`config.mk`:
```
export PLATFORM = sky130hd
export DESIGN_NAME = tri_pwm_dt
export DESIGN_NICKNAME = d
export VERILOG_FILES = /design/src/rtl/tri_pwm_dt.sv
export SDC_FILE = /design/constraint.sdc
export NUM_CORES = 1
export LEC_CHECK = 0
export BUFFER_PORTS_ARGS = -buffer_cell sky130_fd_sc_hd__clkbuf_2
export CAP_MARGIN = 10
export CELL_PAD_IN_SITES_DETAIL_PLACEMENT = 0
export CELL_PAD_IN_SITES_GLOBAL_PLACEMENT = 2
export CORE_MARGIN = 2
export CORE_UTILIZATION = 33
export DETAILED_ROUTE_END_ITERATION = 12
export PLACE_DENSITY_LB_ADDON = 0.1
export SETUP_SLACK_MARGIN = 0.2
export SYNTH_ARGS = -nofsm -noshare
export SYNTH_HDL_FRONTEND = slang
export SYNTH_SLANG_ARGS = --single-unit
```
`constraint.sdc`:
```
create_clock -name clk_100M -period 2.6 [get_ports clk_100M]
set_clock_uncertainty 0.05 [all_clocks]
set_input_delay 0.52 -clock clk_100M [delete_from_list [all_inputs] [get_ports clk_100M]]
set_output_delay 0.52 -clock clk_100M [all_outputs]
set_load 0.005 [all_outputs]
```
`src/rtl/tri_pwm_dt.sv`:
```
// tri_pwm_dt: triangle-carrier PWM with double-buffered duty, complementary gates and dead-time insertion.
// Optional fault input and sticky fault latch are built when TRI_PWM_FAULT_EN is defined.
module tri_pwm_dt #(
    parameter int DT_W = 8
) (
    input  logic            clk_100M,
    input  logic            phase_rst,
    input  logic [15:0]     tri_u,
    input  logic [15:0]     duty,
    input  logic            duty_load,
    input  logic [DT_W-1:0] dead_time,
`ifdef TRI_PWM_FAULT_EN
    input  logic            fault_n,
    output logic            fault_lat,
`endif
    output logic            pwm_h,
    output logic            pwm_l,
    output logic            valley,
    output logic [15:0]     duty_act
);

    typedef enum logic [1:0] {OFF, DEAD, HIGH, LOW} state_t;

    state_t          state;
    logic            tgt;
    logic [DT_W-1:0] cnt;
    logic [15:0]     tri_q, tri_prev, pend;
    logic            dir, dir_d, pend_v, req_h, valley_ev;

    assign valley_ev = dir & ~dir_d;

    // Carrier pipeline: slope tracking, valley pulse and the duty compare.
    always_ff @(posedge clk_100M or posedge phase_rst)
        if (phase_rst) begin
            tri_q    <= '0;
            tri_prev <= '0;
            dir      <= 1'b0;
            dir_d    <= 1'b0;
            valley   <= 1'b0;
            req_h    <= 1'b0;
        end else begin
            tri_q    <= tri_u;
            tri_prev <= tri_q;
            dir      <= (tri_q > tri_prev) ? 1'b1 : (tri_q < tri_prev) ? 1'b0 : dir;
            dir_d    <= dir;
            valley   <= valley_ev;
            req_h    <= tri_q < duty_act;
        end

    // Duty double buffer: pending word moves to the active word at a carrier valley.
    always_ff @(posedge clk_100M or posedge phase_rst)
        if (phase_rst) begin
            duty_act <= '0;
            pend     <= '0;
            pend_v   <= 1'b0;
        end else if (valley_ev && duty_load) begin
            duty_act <= duty;
            pend_v   <= 1'b0;
        end else if (valley_ev && pend_v) begin
            duty_act <= pend;
            pend_v   <= 1'b0;
        end else if (duty_load) begin
            pend     <= duty;
            pend_v   <= 1'b1;
        end

`ifdef TRI_PWM_FAULT_EN
    // Sticky fault latch: set by a low fault_n at any time, cleared only by phase_rst.
    always_ff @(posedge clk_100M or posedge phase_rst or negedge fault_n)
        if (phase_rst)
            fault_lat <= 1'b0;
        else if (!fault_n)
            fault_lat <= 1'b1;
`endif

    // Gate FSM: every side change passes through DEAD for dead_time+1 cycles with both gates low.
`ifdef TRI_PWM_FAULT_EN
    always_ff @(posedge clk_100M or posedge phase_rst or negedge fault_n)
`else
    always_ff @(posedge clk_100M or posedge phase_rst)
`endif
        if (phase_rst) begin
            state <= OFF;
            tgt   <= 1'b0;
            cnt   <= '0;
            pwm_h <= 1'b0;
            pwm_l <= 1'b0;
        end
`ifdef TRI_PWM_FAULT_EN
        else if (!fault_n || fault_lat) begin
            state <= OFF;
            pwm_h <= 1'b0;
            pwm_l <= 1'b0;
        end
`endif
        else begin
            case (state)
                OFF: begin
                    state <= DEAD;
                    tgt   <= req_h;
                    cnt   <= dead_time;
                    pwm_h <= 1'b0;
                    pwm_l <= 1'b0;
                end
                DEAD: begin
                    if (req_h != tgt) begin
                        tgt <= req_h;
                        cnt <= dead_time;
                    end else if (cnt == '0) begin
                        state <= tgt ? HIGH : LOW;
                        pwm_h <= tgt;
                        pwm_l <= ~tgt;
                    end else begin
                        cnt <= cnt - 1'b1;
                    end
                end
                HIGH: begin
                    if (!req_h) begin
                        state <= DEAD;
                        tgt   <= 1'b0;
                        cnt   <= dead_time;
                        pwm_h <= 1'b0;
                    end
                end
                LOW: begin
                    if (req_h) begin
                        state <= DEAD;
                        tgt   <= 1'b1;
                        cnt   <= dead_time;
                        pwm_l <= 1'b0;
                    end
                end
            endcase
        end

endmodule

```
==> out/qor.csv <==
stage;metric;value;unit
run_status;status;finished, final reports clean;
grt;GRT Residual Overflow;0;
clock_network;H-tree level count;3;
worst_setup_path;crit-path cells;ha_1 -> a21o_1 -> nand3_1 -> a21oi_1 -> a2111oi_0 -> a22oi_1;
clock_network;CTS root buffer;clkbuf_16;
floorplanning;Die Span Y;113;µm
yosys;top cell type's share of synthesized area;52.0;%
clock_network;Post-CTS Setup Inserts;0;
clock_network;CTS clock-pin slew for the worst setup and hold paths;0.06;ns
floorplanning;I/O Pins;62;
worst_setup_path;kind of start point of the critical path;flop;
worst_setup_path;CP endpoint kind;flop;
yosys;top_reg_cell synth;dfrtp_1;
worst_setup_path;delay-heaviest family, CP;compound AO/OA/AOI/OAI gates;
timing;Rel. slew slack;57.3;%
worst_setup_path;Critical Path AT;2.14;ns
timing;Final Hold Vio Count;0;
power;VDD IR-drop max;0.489;mV
yosys;Seq/Total Area, Yosys;52.0;%
grt;gr usage total;14.3;%
grt;global-route wire length before repair;14.1;mm
drt;initial drt markers;85;
worst_setup_path;Setup Crit Path Kind;flop to flop;
yosys;ys async rst share;100;%
final_layout;Syn-to-layout area delta;19.1;%
place;dpl hpwl;6.05;mm
drt;via/cell ratio;4.88;
timing;setup TNS;0;ns
yosys;Synth top cells by count;82 x dfrtp_1, 37 x inv_1, 33 x ha_1;
timing;Hold Slack;0.233;ns
drt;WL final;8.48;mm
clock_network;# clock sinks;82;
yosys;Syn Inst Count;356;
timing;unrepaired setup endpoints after global routing;false;
place;IO buf count;61;
yosys;top post-synthesis cells by area;dfrtp_1 52%, ha_1 10%, mux2_1 4.6%;
floorplanning;num rows;39;
floorplanning;Die Width;113;µm
floorplanning;core area;0.0115;mm²
drt;antenna viol nets, final;0;
floorplanning;die area;0.0128;mm²
power;PD cells;956;mW/mm²
timing;Final Slew Violations;0;
yosys;Syn Nets;432;
timing;minimum clock period;2.01;ns
final_layout;Layout Nets;492;
yosys;number of synthesized flops with an enable pin;0;
worst_setup_path;CP max-delay cell;a2111oi_0;
job;Max-cap violations;0;
final_layout;share of layout cells above drive strength 1;21.4;%
timing;worst-margin pin slew;0.624;ns
clock_network;worst skew pair latency;0.34;ns
power;Pwr Total;0.00449;W
place;gpl congestion;0.740;
clock_network;Clock Path Buffers;2;
worst_setup_path;Worst Path Buf+Inv;0;
drt;WL per Instance;15.0;µm
min_path;Hold Crit Class;input port to async pin;
drt;routed via count;2751;
final_layout;Ant. Diodes;0;
yosys;Post-Synthesis Cell Area;0.00394;mm²
timing;final setup fails;0;
clock_network;TritonCTS clock tree;done;
yosys;Yosys top cell by area;dfrtp_1;
clock_network;CTS Hold Buffers Added;0;
drt;iteration count of the initial detailed-routing pass;4;
yosys;most frequent cell after synthesis;dfrtp_1;
timing;Final period util;77.3;%
timing;FMAX;0.497;GHz
worst_setup_path;crit-path max FO;3;
clock_network;# resized after CTS;0;
drt;residual DRC count;0;
worst_setup_path;worst path required time;2.73;ns
grt;vias in the first global route;2799;
clock_network;total CTS buffers;9;
yosys;Mapped Avg Cell Area;11.1;µm²
yosys;count of different cell masters after synthesis;52;
power;Lkg Pwr;2.25;nW
floorplanning;Initial Utilization;34.2;%
grt;pin count of the biggest net entering global routing;83;
worst_setup_path;CP peak stage delay;0.59;ns
yosys;Ys Warns;0;
grt;initial antenna violation count;0;
yosys;register bit count reported by yosys;82;
-- flip-flops by register name (all words and copies together) (netlist names) --
signal	cells
pwm_h	1
cnt	8
dir	1
state	2
tri_q	16
pend_v	1
tri_prev	16
valley	1
duty_act	16
tgt	1
dir_d	1
req_h	1
pwm_l	1
pend	16
-- where the power goes --
group / switching [W] / internal (W) / total [W]
combinational: 0.000726 / 0.000606 / 0.00133
clock: 0.000503 / 0.000824 / 0.00133
sequential: 0.000279 / 0.00155 / 0.00183
total: 0.00151 / 0.00298 / 0.00449
-- final timing paths --
kind	slack, ns	depth (start not counted)	end	start
min in group clk_100M	0.23	1	tri_q[14]$_DFF_PP0_	tri_u[14]
max in group asynchronous	1.91	3	tri_prev[12]$_DFF_PP0_	phase_rst
min	0.23	3	cnt[5]$_DFFE_PP0P_	phase_rst
max reg2reg	0.59	6	dir$_DFFE_PP0P_	tri_q[9]$_DFF_PP0_
min reg2reg	0.38	0	tri_prev[0]$_DFF_PP0_	tri_q[0]$_DFF_PP0_
max	0.59	6	dir$_DFFE_PP0P_	tri_q[9]$_DFF_PP0_
-- per-layer routing --
metal	vias up	part of all wire, %	GRT usage [%]
met1	1292	48	18.9
met5	-	0	0
met3	17	4.5	5.57
li1	1390	-	-
met4	0	2.0	5.28
met2	52	45	21.3
-- placed cells by master (no fill, tap or decap), types with 2 or more instances in the layout --
cell type / count
dfrtp_1: 82
clkbuf_2: 61
inv_1: 36
ha_1: 33
nand2_1: 26
o21ai_1: 23
a22oi_1: 20
mux2_1: 16
a21oi_1: 16
nor2_1: 10
clkbuf_16: 9
o21ai_0: 8
o22a_1: 7
nand4_1: 5
nand3_1: 5
nor2b_1: 4
nor4_1: 4
nand2b_1: 3
a21o_1: 3
nor3_1: 3
clkbuf_8: 3
buf_4: 3
nor3b_2: 2
clkinvlp_4: 2
and2_1: 2
a221o_1: 2
nor4b_1: 2
a32oi_1: 2
-- metrics by stage --
stage / worst slack, ns / utilization (%) / instances / instance area [µm²]
2_1_floorplan: 0.985 / - / 356 / 3950
3_3_place_gp: 0.494 / 38.0 / 548 / 4380
3_5_place_dp: 0.425 / 38.0 / 548 / 4380
4_1_cts: 0.408 / 40.8 / 564 / 4700
5_1_grt: 0.301 / 40.8 / 564 / 4700
6_report: 0.590 / 40.8 / 564 / 4700
-- cell families (layout without fill, tap and decap cells) --
kind of cell | after synthesis | count (layout) | share of synthesized area, %
adder cells (fa/ha/maj) | 33 | 33 | 10.5
AND/OR/NAND/NOR | 73 | 73 | 10.2
AO/OA/AOI/OAI | 96 | 96 | 16.3
XOR/XNOR | 2 | 2 | 0.444
flip-flops | 82 | 82 | 52.0
buffers and inverters | 54 | 119 | 5.97
multiplexers | 16 | 16 | 4.57
-- worst min-delay path, cell delays in order --
cell        delay (ns)
clkbuf_2          0.10
clkinvlp_4        0.07
buf_12            0.36
-- cell type report --
type / count / area (µm²)
tap: 143 / 179
multi-input combinational: 220 / 1660
sequential: 82 / 2050
timing repair buffer: 65 / 348
inverter: 38 / 146
fill: 1133 / 6820
clock inverter: 3 / 46.3
clock buffer: 13 / 270
(Power assumes the default switching activity.)
